<file path="src/rtl/request_unit_mc_if.sv">
`default_nettype none
// ============================================================================
// Module   : request_unit_mc_if
// Brief    : Datapath <-> memory request bundle for request_unit_mc.
// Revision : 1.0
// ============================================================================
interface request_unit_mc_if #(
  parameter int NCH = 2
);
  logic           halt;
  logic [NCH-1:0] dREN;
  logic [NCH-1:0] dWEN;
  logic [NCH-1:0] dhit;
  logic [NCH-1:0] dmemREN;
  logic [NCH-1:0] dmemWEN;
  logic [NCH-1:0] pend;
  logic           stall;
  logic           imemREN;
  logic [NCH-1:0] err;

  // master drives requests/hits, slave is the request unit itself
  modport master (
    output halt, dREN, dWEN, dhit,
    input  dmemREN, dmemWEN, pend, stall, imemREN, err
  );

  modport slave (
    input  halt, dREN, dWEN, dhit,
    output dmemREN, dmemWEN, pend, stall, imemREN, err
  );
endinterface
`default_nettype wire

</file>
<file path="src/rtl/request_unit_mc.sv">
`default_nettype none
// ============================================================================
// Module   : request_unit_mc
// Brief    : Multi-channel memory request unit with stall and sticky fetch
//            disable. Define REQ_TIMEOUT_EN to enable the per-channel watchdog.
// Revision : 1.0
// ============================================================================
module request_unit_mc #(
  parameter int NCH     = 2,
  parameter int CNT_W   = 8,
  parameter int TIMEOUT = 255
) (
  input  logic              CLK,
  input  logic              nRST,
  request_unit_mc_if.slave  bus
);

  typedef enum logic [0:0] {
    IDLE = 1'b0,
    PEND = 1'b1
  } state_t;

  localparam logic [CNT_W-1:0] C_CNT_MAX = '1;

  if ((NCH < 1) || (NCH > 8) || (TIMEOUT < 1) || (TIMEOUT > (2**CNT_W) - 1)) begin : g_param_check
    $error("request_unit_mc: parameter out of range");
  end

  state_t           state_q [NCH];
  state_t           state_d [NCH];
  logic [CNT_W-1:0] cnt_q   [NCH];
  logic [CNT_W-1:0] cnt_d   [NCH];
  logic [NCH-1:0]   ren_q, ren_d;
  logic [NCH-1:0]   wen_q, wen_d;
  logic             imem_q, imem_d;
  logic [NCH-1:0]   pend_w;
  logic             stall_w;

`ifdef REQ_TIMEOUT_EN
  localparam logic [CNT_W-1:0] C_TIMEOUT = CNT_W'(TIMEOUT);
  logic [NCH-1:0] err_q, err_d;
`endif

  always_comb begin
    ren_d   = ren_q;
    wen_d   = wen_q;
    pend_w  = '0;
    stall_w = 1'b0;
    imem_d  = imem_q & ~bus.halt;
`ifdef REQ_TIMEOUT_EN
    err_d   = err_q;
`endif
    for (int ch = 0; ch < NCH; ch++) begin
      state_d[ch] = state_q[ch];
      cnt_d[ch]   = cnt_q[ch];
      pend_w[ch]  = (state_q[ch] == PEND);
      case (state_q[ch])
        IDLE: begin
          if ((bus.dREN[ch] | bus.dWEN[ch]) && !bus.dhit[ch]) begin
            state_d[ch] = PEND;
            cnt_d[ch]   = '0;
            wen_d[ch]   = bus.dWEN[ch];
            ren_d[ch]   = bus.dREN[ch] & ~bus.dWEN[ch];
          end
        end
        PEND: begin
          // request lines are frozen here; only a hit (or watchdog) releases them
          if (bus.dhit[ch]) begin
            state_d[ch] = IDLE;
            ren_d[ch]   = 1'b0;
            wen_d[ch]   = 1'b0;
          end
`ifdef REQ_TIMEOUT_EN
          else if (cnt_q[ch] == C_TIMEOUT) begin
            state_d[ch] = IDLE;
            ren_d[ch]   = 1'b0;
            wen_d[ch]   = 1'b0;
            err_d[ch]   = 1'b1;
          end
`endif
          else if (cnt_q[ch] != C_CNT_MAX) begin
            cnt_d[ch] = cnt_q[ch] + 1'b1;
          end
        end
        default: state_d[ch] = IDLE;
      endcase
      stall_w = stall_w
              | (pend_w[ch] & ~bus.dhit[ch])
              | ((bus.dREN[ch] | bus.dWEN[ch]) & ~pend_w[ch] & ~bus.dhit[ch]);
    end
  end

  always_ff @(posedge CLK or negedge nRST) begin
    if (!nRST) begin
      for (int ch = 0; ch < NCH; ch++) begin
        state_q[ch] <= IDLE;
        cnt_q[ch]   <= '0;
      end
      ren_q  <= '0;
      wen_q  <= '0;
      imem_q <= 1'b1;
`ifdef REQ_TIMEOUT_EN
      err_q  <= '0;
`endif
    end else begin
      for (int ch = 0; ch < NCH; ch++) begin
        state_q[ch] <= state_d[ch];
        cnt_q[ch]   <= cnt_d[ch];
      end
      ren_q  <= ren_d;
      wen_q  <= wen_d;
      imem_q <= imem_d;
`ifdef REQ_TIMEOUT_EN
      err_q  <= err_d;
`endif
    end
  end

  assign bus.dmemREN = ren_q;
  assign bus.dmemWEN = wen_q;
  assign bus.pend    = pend_w;
  assign bus.stall   = stall_w;
  assign bus.imemREN = imem_q;
`ifdef REQ_TIMEOUT_EN
  assign bus.err     = err_q;
`else
  assign bus.err     = '0;
`endif

endmodule
`default_nettype wire

</file>
<file path="src/flat_wrapper.sv">
// flat-port wrapper written by rule: the top's interface ports become plain ports
module request_unit_mc_flat 
#(
  parameter int NCH     = 2,
  parameter int CNT_W   = 8,
  parameter int TIMEOUT = 255
)
  (CLK, nRST, bus_halt, bus_dREN, bus_dWEN, bus_dhit, bus_dmemREN, bus_dmemWEN, bus_pend, bus_stall, bus_imemREN, bus_err);
  request_unit_mc_if #(.NCH(NCH)) bus_i ();
  input  logic CLK;
  input  logic nRST;
  input wire logic [$bits(bus_i.halt)-1:0] bus_halt;
  input wire logic [$bits(bus_i.dREN)-1:0] bus_dREN;
  input wire logic [$bits(bus_i.dWEN)-1:0] bus_dWEN;
  input wire logic [$bits(bus_i.dhit)-1:0] bus_dhit;
  output wire logic [$bits(bus_i.dmemREN)-1:0] bus_dmemREN;
  output wire logic [$bits(bus_i.dmemWEN)-1:0] bus_dmemWEN;
  output wire logic [$bits(bus_i.pend)-1:0] bus_pend;
  output wire logic [$bits(bus_i.stall)-1:0] bus_stall;
  output wire logic [$bits(bus_i.imemREN)-1:0] bus_imemREN;
  output wire logic [$bits(bus_i.err)-1:0] bus_err;
  assign bus_i.halt = bus_halt;
  assign bus_i.dREN = bus_dREN;
  assign bus_i.dWEN = bus_dWEN;
  assign bus_i.dhit = bus_dhit;
  assign bus_dmemREN = bus_i.dmemREN;
  assign bus_dmemWEN = bus_i.dmemWEN;
  assign bus_pend = bus_i.pend;
  assign bus_stall = bus_i.stall;
  assign bus_imemREN = bus_i.imemREN;
  assign bus_err = bus_i.err;
  request_unit_mc #(.NCH(NCH), .CNT_W(CNT_W), .TIMEOUT(TIMEOUT)) u_core (.CLK(CLK), .nRST(nRST), .bus(bus_i));
endmodule
</file>
<file path="config.mk">
export PLATFORM = sky130hd
export DESIGN_NAME = request_unit_mc_flat
export DESIGN_NICKNAME = d
export VERILOG_FILES = /design/src/rtl/request_unit_mc_if.sv /design/src/rtl/request_unit_mc.sv /design/src/flat_wrapper.sv
export SDC_FILE = /design/constraint.sdc
export NUM_CORES = 1
export LEC_CHECK = 0
export BUFFER_PORTS_ARGS = -buffer_cell sky130_fd_sc_hd__buf_4
export CORE_AREA = 2 2 39 41
export DETAILED_ROUTE_END_ITERATION = 10
export DIE_AREA = 0 0 41 43
export PLACE_DENSITY = 0.51
export SLEW_MARGIN = 20
export SYNTH_ARGS = -nofsm -noshare
export SYNTH_HDL_FRONTEND = slang
export SYNTH_SLANG_ARGS = --single-unit
</file>
<file path="constraint.sdc">
create_clock -name CLK -period 1.11 [get_ports CLK]
set_input_delay 0.0555 -clock CLK [delete_from_list [all_inputs] [get_ports CLK]]
set_output_delay 0.0555 -clock CLK [all_outputs]
set_load 0.1 [all_outputs]
</file>
* Yosys cells after proc, flatten, opt, wreduce, memory -nomap -nowiden *
Index checks and enable logic that the tools add are counted.

cells by class
  equality and inequality tests = 4
  muxes and demuxes = 16
  bitwise logic cells = 21
  reductions and logical operators = 6

operators with widths
  operator                                       number
  one-hot mux 1 bit (2 select lines)             6
  two-way mux 1 bit                              10
  bitwise AND 1 bit                              9
  NOT 1 bit                                      7
  OR 1 bit                                       5
  != test 2 x 1 -> 1 bit, second input constant  2
  != test 2 bit, second input constant           2
  AND reduction 2 bit                            2
  logical AND 1 bit                              2
  logical NOT 1 bit                              2

word-level totals
  bits in registers = 7
  input port bits = 9
  word-level logic and storage cells = 54

* Logic depth before layout (Yosys ltp) *
Gate-level depths: netlist of run 1.

  depth in word-level cells = 6
  depth in mapped cells = 3

* Worst setup path before layout of run 1 *
OpenSTA, ideal clock, no wires.

  kind = reg2out
  start = register u_core.state_q (netlist bit u_core.bus.pend[1])
  end = output port bus_stall
  arrival = 2.693 ns
  slack = -1.638 ns
  cell stages (with the launch flop) = 3
  cells stage by stage = dfrtp_1 nor3_1 o22ai_1

on the way
  longest elaborated chain between the ends = 4
  elaborated cells on any way between the ends = 6

ends and longest elaborated chain
  what                               RTL line                RTL
  from (decl)                        request_unit_mc.sv:29   state_t state_q [NCH];
  from (signal, indexed assignment)  request_unit_mc.sv:107  state_q[ch] <= state_d[ch];
  NOT 1 bit                          request_unit_mc.sv:89   | ((bus.dREN[ch] | bus.dWEN[ch]) & ~pend_w[ch] & ~bus.dhit[ch]);
  bitwise AND 1 bit (2 in a row)     request_unit_mc.sv:89
  OR 1 bit (*)                       request_unit_mc.sv:89
  to (decl)                          flat_wrapper.sv:19      output wire logic [$bits(bus_i.stall)-1:0] bus_stall;

Every way passes the cells marked *; elsewhere a longest branch is shown, timed or not.

* Worst setup path in the final report of run 1 *
Same ends and word-level chain as after synthesis.

==> results_tabular.tex, run 1 <==
\begin{tabular}{lr}
\hline
Metric & Value \\
\hline
\multicolumn{2}{l}{\textbf{GRT}} \\
\quad Global routing usage summed across all routing layers & 0.123 \\
\quad First-pass GRT wire length & between 1000 and 1500 um \\
\quad Vias in the first global route & 335 \\
\quad Antenna violations before repair & 0 \\
\quad Total global routing overflow & 0 \\
\quad Pin count of the biggest net entering global routing & 8 \\
\multicolumn{2}{l}{\textbf{Clocking}} \\
\quad Sink count of the clock tree & 7 \\
\quad Number of clock buffers inserted by TritonCTS & 3 \\
\quad Clock-pin slew on the worst setup and hold paths & 0.05 ns \\
\quad CTS tree & built \\
\quad H-tree Lvls & 1 \\
\quad Cell chosen for the clock root & sky130\_fd\_sc\_hd\_\_clkbuf\_4 \\
\quad Maximum number of buffers from clock root to sink & 2 \\
\quad Skew-Pair Late Insertion Delay & 0.25 ns \\
\multicolumn{2}{l}{\textbf{Critical path}} \\
\quad Type of the worst setup path & reg -> out \\
\quad Arrival time worst endpoint & 1.17 ns \\
\quad Worst setup SP type & flop \\
\quad Worst setup path startpoint & u\_core.bus.pend[1] \\
\quad Critical-path maximum fanout & 2 \\
\quad Req. time, crit path & 1.05 ns \\
\quad Startpoint of the lowest-slack register-to-register path & u\_core.bus.pend[0] \\
\quad Critical path capture point type & output port \\
\multicolumn{2}{l}{\textbf{Floorplan}} \\
\quad Core Region & roughly 1400 sq um \\
\quad Effective utilization at floorplan & 0.248 \\
\quad Floorplan row count & 14 \\
\quad I/O pins & 19 \\
\quad Die area & 1760 sq um \\
\quad Die height & 43 um \\
\quad Die width & 41 um \\
\multicolumn{2}{l}{\textbf{Timing}} \\
\quad Largest clock skew in the final design & 0.00425 ns \\
\quad Setup\_tns & -0.222 ns \\
\quad Tcrit/Tclk final & 1.10 \\
\quad Unrepaired setup endpoints after global routing & true \\
\quad Hold Vio Cnt, Final & 0 \\
\quad Final setup slack of the worst path & -0.115 ns \\
\quad Maximum clock frequency & a little over 800 MHz \\
\quad Minimum period implied by the final worst setup slack & between 1 and 1.5 ns \\
\quad Number of setup violations in the final report & 3 \\
\quad Max Slew Vio Count & 0 \\
\multicolumn{2}{l}{\textbf{Run}} \\
\quad Maximum Capacitance Violations & 0 \\
\multicolumn{2}{l}{\textbf{Routing}} \\
\quad Met2 wire len & approximately 430 um \\
\quad Metal-1 WL & roughly 400 um \\
\quad Wire length after detailed routing & roughly 880 um \\
\quad WL per Instance & 11.7 um \\
\quad Drt via density & 4.44 \\
\quad Detailed-route via count & 333 \\
\quad Metal3 WL & 53 um \\
\quad Number of remaining DRC errors & 0 \\
\quad First-pass DRT Iterations & 4 \\
\quad Uppermost signal routing layer after detailed routing & met3 \\
\quad Starting DRC count in detailed routing & 1 \\
\quad Residual antenna-violating net count after detailed routing & 0 \\
\multicolumn{2}{l}{\textbf{Yosys}} \\
\quad Library cells used by synthesis & 18 \\
\quad Area of the mapped netlist & 343 sq um \\
\quad Most common cell in the synthesized netlist & sky130\_fd\_sc\_hd\_\_dfrtp\_1 \\
\quad Synthesized area divided by synthesized cell count & roughly 10 sq um \\
\quad Number of warnings reported in the yosys synthesis log & 0 \\
\quad Synth area leaders & sky130\_fd\_sc\_hd\_\_dfrtp\_1 44\%, sky130\_fd\_sc\_hd\_\_dfstp\_2 7.7\%, sky130\_fd\_sc\_hd\_\_nand3b\_1 6.6\%, sky130\_fd\_sc\_hd\_\_mux2i\_1 5.8\%, sky130\_fd\_sc\_hd\_\_nor2b\_1 5.5\% \\
\quad Part of the Yosys area used for sequential elements & 0.515 \\
\quad Post-synth ARST share & 1.00 \\
\quad Number of instances in the synthesized netlist & 34 \\
\quad Post-synth EDFFs & 0 \\
\quad Top-area cell type share of the netlist area & 0.438 \\
\quad Flip-flop and latch count after synthesis & 7 \\
\quad Top post-synthesis cells by count & 6 x sky130\_fd\_sc\_hd\_\_dfrtp\_1, 3 x sky130\_fd\_sc\_hd\_\_nand3b\_1, 3 x sky130\_fd\_sc\_hd\_\_nor2\_1, 3 x sky130\_fd\_sc\_hd\_\_nor2b\_1 \\
\quad Flip-flop cell with the highest count after synthesis & sky130\_fd\_sc\_hd\_\_dfrtp\_1 \\
\quad Biggest area consumer among synthesized cells & sky130\_fd\_sc\_hd\_\_dfrtp\_1 \\
\multicolumn{2}{l}{\textbf{Min path}} \\
\quad Startpoint of the worst hold path & bus\_dhit[1] \\
\quad Hold WC Path Type & in -> reg \\
\multicolumn{2}{l}{\textbf{Pwr}} \\
\quad Pwr Density & 1470 nW/um\^{}2 \\
\quad Largest voltage drop on the vdd net & 0.674 mV \\
\quad Power consumption & 0.000962 W \\
\quad Pleak & 0.285 nW \\
\multicolumn{2}{l}{\textbf{Final layout}} \\
\quad Final cell area excluding filler cells & approximately 650 sq um \\
\quad Number of nets in the layout & 69 \\
\quad Non-filler instance count after layout & 75 \\
\quad Number of antenna diodes & 0 \\
\quad Share of the core filled with cells & 0.472 \\
\quad Fraction of layout cells with a size suffix above 1 & 0.576 \\
\quad Area growth, synth to finish & 90.5\% \\
\multicolumn{2}{l}{\textbf{Outcome}} \\
\quad Status & finished with violations \\
\quad Failing checks & negative setup slack \\
\multicolumn{2}{l}{\textbf{Placement}} \\
\quad Final GP Congestion & 0.652 \\
\quad Cell count after placement & 67 \\
\quad Number of buffer cells added on primary ports & 16 \\
\quad Instance area at placement & 523 sq um \\
\hline
\end{tabular}
## worst paths after layout
path / end / slack (ns) / cells past startpoint
setup / recovery: bus_stall / -0.11 / 3
max in group asynchronous: u_core.bus.imemREN / 0.75 / 2
hold reg to reg: u_core.bus.imemREN / 0.49 / 1
min in group asynchronous: u_core.bus.dmemREN[1] / 0.16 / 2
setup reg to reg: u_core.bus.dmemWEN[0] / -0.01 / 4
hold / removal: u_core.bus.pend[1] / 0.03 / 2
## placed cells by master (no fill, tap or decap), drive strengths merged
cell type    Yosys  layout
a21oi            1       1
buf              2      20
clkbuf           0       4
conb             1       2
dfrtp            6       6
dfstp            1       1
dlygate4sd3      0       2
inv              2       2
mux2i            2       2
nand2b           1       1
nand3            1       1
nand3b           3       3
nor2             3       3
nor2b            3       3
nor3             2       2
nor3b            1       1
o21ai            2       2
o22ai            1       1
o32ai            2       2
## metrics by stage
step	setup WS [ns]	hold WS (ns)
after CTS	-0.135	0.0176
after floorplan	-0.238	-0.240
final	-0.115	0.0303
after global placement	0.0158	-0.123
after global routing	-0.161	0.0160
after detailed placement	-0.00256	-0.123
## flip-flops by register name (all words and copies together) (netlist names)
register and cells:
u_core.bus.pend 2, u_core.bus.imemREN 1, u_core.bus.dmemWEN 2, u_core.bus.dmemREN 2
## what timing repair did
action / 4_1_cts / 5_1_grt
endpoints found under the setup margin: 4 / 4
endpoints found under the hold margin: 8 / 0
hold buffers: 2 / 0
pin swaps: 1 / 0
setup buffers: 0 / 2
gates resized for setup: 13 / 3
## cell type report
| class | count | area (sq um) |
|---|---|---|
| clock buffer | 4 | 26.3 |
| fill | 137 | 731 |
| inverter | 2 | 7.51 |
| multi-input combinational | 24 | 191 |
| sequential | 7 | 189 |
| tap | 16 | 20.0 |
| timing repair buffer | 22 | 219 |
## where the power goes
group	leakage (nW)	internal, W	switching (W)
Clock	0.0150	0.000137	0.0000919
Sequential	0.0783	0.000286	0.0000210
Combinational	0.191	0.000128	0.000299
## per-layer routing
metal | vias up | global-route usage
li1 | 167 | -
met3 | 0 | 0.0314
met2 | 12 | 0.184
met4 | 0 | 0.0800
met5 | - | 0
met1 | 154 | 0.148
## critical path: stages (launching register included)
cell	delay, ns
sky130_fd_sc_hd__dfrtp_4	0.49
sky130_fd_sc_hd__nor3_4	0.17
sky130_fd_sc_hd__o22ai_4	0.10
sky130_fd_sc_hd__buf_12	0.17
## cell families (layout without fill, tap and decap cells)
| logic type | after synthesis | in the layout | share of synthesized area |
|---|---|---|---|
| AO/OA/AOI/OAI | 6 | 6 | 0.113 |
| buffers and inverters | 4 | 28 | 0.0657 |
| flip-flops | 7 | 7 | 0.515 |
| multiplexers | 2 | 2 | 0.0584 |
| other | 1 | 2 | 0.0109 |
| AND/OR/NAND/NOR | 14 | 14 | 0.237 |
No activity file was read; power rests on OpenSTA's default activity.
==> run 2: changes to the inputs <==
==> constraint.sdc (replaced) <==
create_clock -name CLK -period 1.55 [get_ports CLK]
set_input_delay 0.0775 -clock CLK [delete_from_list [all_inputs] [get_ports CLK]]
set_output_delay 0.0775 -clock CLK [all_outputs]
set_load 0.1 [all_outputs]
==> run 2 against run 1 <==
The run now ends clean; first-iteration DRC count rose to 3.0 times the previous value; cell area fell by 16%; non-clock buffer count decreased by 3; hold slack improved by 0.0088 ns; critical path type unchanged.
==> results_tabular.tex, run 2 (synthesis gave the netlist of run 1 again) <==
\begin{tabular}{lr}
\hline
Metric & Value \\
\hline
\multicolumn{2}{l}{\textbf{Outcome}} \\
\quad Status & finished clean \\
\multicolumn{2}{l}{\textbf{GRT}} \\
\quad Global routing usage summed across all routing layers & 0.106 (-0.0173) \\
\quad Antenna violations before repair & 0 (unchanged) \\
\quad Vias in the first global route & 279 (-17\%) \\
\quad First-pass GRT wire length & 1210 um (-16\%) \\
\quad Pin count of the biggest net entering global routing & 8 (unchanged) \\
\quad Total global routing overflow & 0 (unchanged) \\
\multicolumn{2}{l}{\textbf{Clocking}} \\
\quad Sink count of the clock tree & 7 (unchanged) \\
\quad Number of clock buffers inserted by TritonCTS & 3 (unchanged) \\
\quad CTS tree & built \\
\quad H-tree Lvls & 1 (unchanged) \\
\quad Cell chosen for the clock root & sky130\_fd\_sc\_hd\_\_clkbuf\_4 \\
\quad Maximum number of buffers from clock root to sink & 2 (unchanged) \\
\quad Clock-pin slew on the worst setup and hold paths & 0.06 ns (about the same) \\
\quad Buffers inserted by post-CTS timing repair & 0 (unchanged) \\
\quad Skew-Pair Late Insertion Delay & 0.25 ns (about the same) \\
\multicolumn{2}{l}{\textbf{Pwr}} \\
\quad Switching fraction of total power & 0.438 (+0.0102) \\
\quad Internal power of the cells & 0.000362 W (-34\%) \\
\quad Share of power burned in combinational logic & 0.407 (-0.036) \\
\quad Power share of the sequential group & 0.339 (+0.020) \\
\quad Pwr Density & 1180 nW/um\^{}2 (-20\%) \\
\quad Switch Pwr & 0.000283 W (-31\%) \\
\quad Pleak & 0.251 nW (-12\%) \\
\quad Largest voltage drop on the vdd net & 0.453 mV (-33\%) \\
\quad Clock group share of total power & 0.255 (+0.017) \\
\multicolumn{2}{l}{\textbf{Min path}} \\
\quad Hold WC Path Type & in -> reg \\
\multicolumn{2}{l}{\textbf{Final layout}} \\
\quad Flip-flop and latch area & 179 sq um (-5.3\%) \\
\quad Number of nets in the layout & 66 (-4.3\%) \\
\quad Most common cell after layout, fill and taps aside & sky130\_fd\_sc\_hd\_\_buf\_4 \\
\quad Commonest non-fill, non-tap cells in the layout & 17 x sky130\_fd\_sc\_hd\_\_buf\_4, 4 x sky130\_fd\_sc\_hd\_\_dfrtp\_1 \\
\quad Multi-input gate area in the final layout & 166 sq um (-13\%) \\
\quad Fraction of layout cells with a size suffix above 1 & 0.446 (-0.130) \\
\quad Number of antenna diodes & 0 (unchanged) \\
\quad Area growth, synth to finish & 59.5\% \\
\quad Fillcell total & 144 (+5.1\%) \\
\multicolumn{2}{l}{\textbf{Floorplan}} \\
\quad Die area & 1760 sq um (unchanged) \\
\quad Die width & 41 um (unchanged) \\
\quad Core Region & 1380 sq um (unchanged) \\
\quad Die height & 43 um (unchanged) \\
\quad Floorplan row count & 14 (unchanged) \\
\quad I/O pins & 19 (unchanged) \\
\quad Effective utilization at floorplan & 0.248 (unchanged) \\
\multicolumn{2}{l}{\textbf{Routing}} \\
\quad Wire length after detailed routing & 752 um (-14\%) \\
\quad Met2 wire len & 334 um (-22\%) \\
\quad Number of remaining DRC errors & 0 (unchanged) \\
\quad First-pass DRT Iterations & 4 (unchanged) \\
\quad Drt via density & 4.40 (-0.84\%) \\
\quad Detailed-route via count & 317 (-4.8\%) \\
\quad Residual antenna-violating net count after detailed routing & 0 (unchanged) \\
\quad Metal3 WL & 79 um (+49\%) \\
\quad Starting DRC count in detailed routing & 3 (+2) \\
\quad Metal-1 WL & 334 um (-15\%) \\
\quad WL per Instance & 10.4 um (-11\%) \\
\quad Uppermost signal routing layer after detailed routing & met4 \\
\multicolumn{2}{l}{\textbf{Critical path}} \\
\quad Critical-path maximum fanout & 7 (+5) \\
\quad Worst setup SP type & flop \\
\quad Critical path capture point type & output port \\
\quad Flop-to-flop setup slack & 0.62 ns (+0.63 ns) \\
\quad Type of the worst setup path & reg -> out \\
\quad Req. time, crit path & 1.47 ns (+0.42 ns) \\
\quad Arrival time worst endpoint & 1.31 ns (+0.14 ns) \\
\multicolumn{2}{l}{\textbf{Timing}} \\
\quad Worst hold slack after final layout & 0.0390 ns (+0.00878 ns) \\
\quad Unrepaired setup endpoints after global routing & false \\
\quad Number of setup violations in the final report & 0 (-3) \\
\quad Max Slew Vio Count & 0 (unchanged) \\
\quad Largest clock skew in the final design & 0.00611 ns (+0.00186 ns) \\
\quad Minimum period implied by the final worst setup slack & 1.39 ns \\
\quad Maximum clock frequency & 721 MHz \\
\quad Setup\_tns & 0 ns (+0.222 ns) \\
\quad Hold Vio Cnt, Final & 0 (unchanged) \\
\quad Tcrit/Tclk final & 0.895 \\
\multicolumn{2}{l}{\textbf{Placement}} \\
\quad Number of buffer cells added on primary ports & 16 (unchanged) \\
\quad Detailed placement HPWL & 576 um \\
\quad Final GP Congestion & 0.663 (+1.6\%) \\
\multicolumn{2}{l}{\textbf{Run}} \\
\quad Maximum Capacitance Violations & 0 (unchanged) \\
\hline
\end{tabular}
[run 2: changes by cell type in the layout (fill, tap and decap cells not counted), sizes merged]
cell,change
buf,-3
[run 2: layer usage]
metal  track usage  up-vias
li1              -      160
met1         0.141      143
met2         0.128       12
met3        0.0471        2
met4        0.0800        0
met5             0        -
[run 2: what timing repair did]
action | in CTS | in global routing
endpoints found under the setup margin | 0 | 1
endpoints found under the hold margin | 8 | 0
gates resized for setup | 0 | 1
hold buffers | 2 | 0
[run 2: through the flow]
stage           util  area (sq um)  power, W  instances  setup slack (ns)
4_1_cts        0.392           542  0.000653         72            0.0255
3_3_place_gp   0.358           495  0.000481         66             0.339
5_1_grt        0.395           547  0.000690         72            0.0828
2_1_floorplan      -           363  0.000416         35           0.00973
3_5_place_dp   0.358           495  0.000480         66             0.292
6_report       0.395           547  0.000645         72             0.163
[run 2: power by group through the flow]
stage / Clock [W] / Combinational (W) / Sequential, W
6_report: 0.000164 / 0.000262 / 0.000219
5_1_grt: 0.000196 / 0.000272 / 0.000222
4_1_cts: 0.000171 / 0.000263 / 0.000218
3_5_place_dp: 0 / 0.000259 / 0.000221
3_3_place_gp: 0 / 0.000259 / 0.000222
2_1_floorplan: 0 / 0.0000735 / 0.000343
[run 2: critical path: stages, from the launching register on]
cell	delay [ns]
sky130_fd_sc_hd__dfrtp_2	0.42
sky130_fd_sc_hd__nor3_1	0.06
sky130_fd_sc_hd__buf_4	0.14
sky130_fd_sc_hd__o22ai_4	0.13
sky130_fd_sc_hd__buf_4	0.31
[run 2: cell type report]
class	count	area share
multi-input cells	24	0.304
inverters	2	0.0137
well taps	16	0.0366
flip-flops and latches	7	0.327
repair buffers	19	0.270
clock buffers	4	0.0481
[run 2: worst paths after layout]
| kind | from | endpoint | depth (start not counted) |
|---|---|---|---|
| max in group asynchronous | nRST | u_core.bus.imemREN | 2 |
| min in group asynchronous | nRST | u_core.bus.dmemREN[1] | 2 |
| worst max register to register | u_core.bus.pend[1] | u_core.bus.pend[1] | 2 |
| worst min-delay path | bus_dhit[0] | u_core.bus.pend[0] | 2 |
| worst max-delay path | u_core.bus.pend[0] | bus_stall | 4 |
| worst min register to register | u_core.bus.imemREN | u_core.bus.imemREN | 1 |
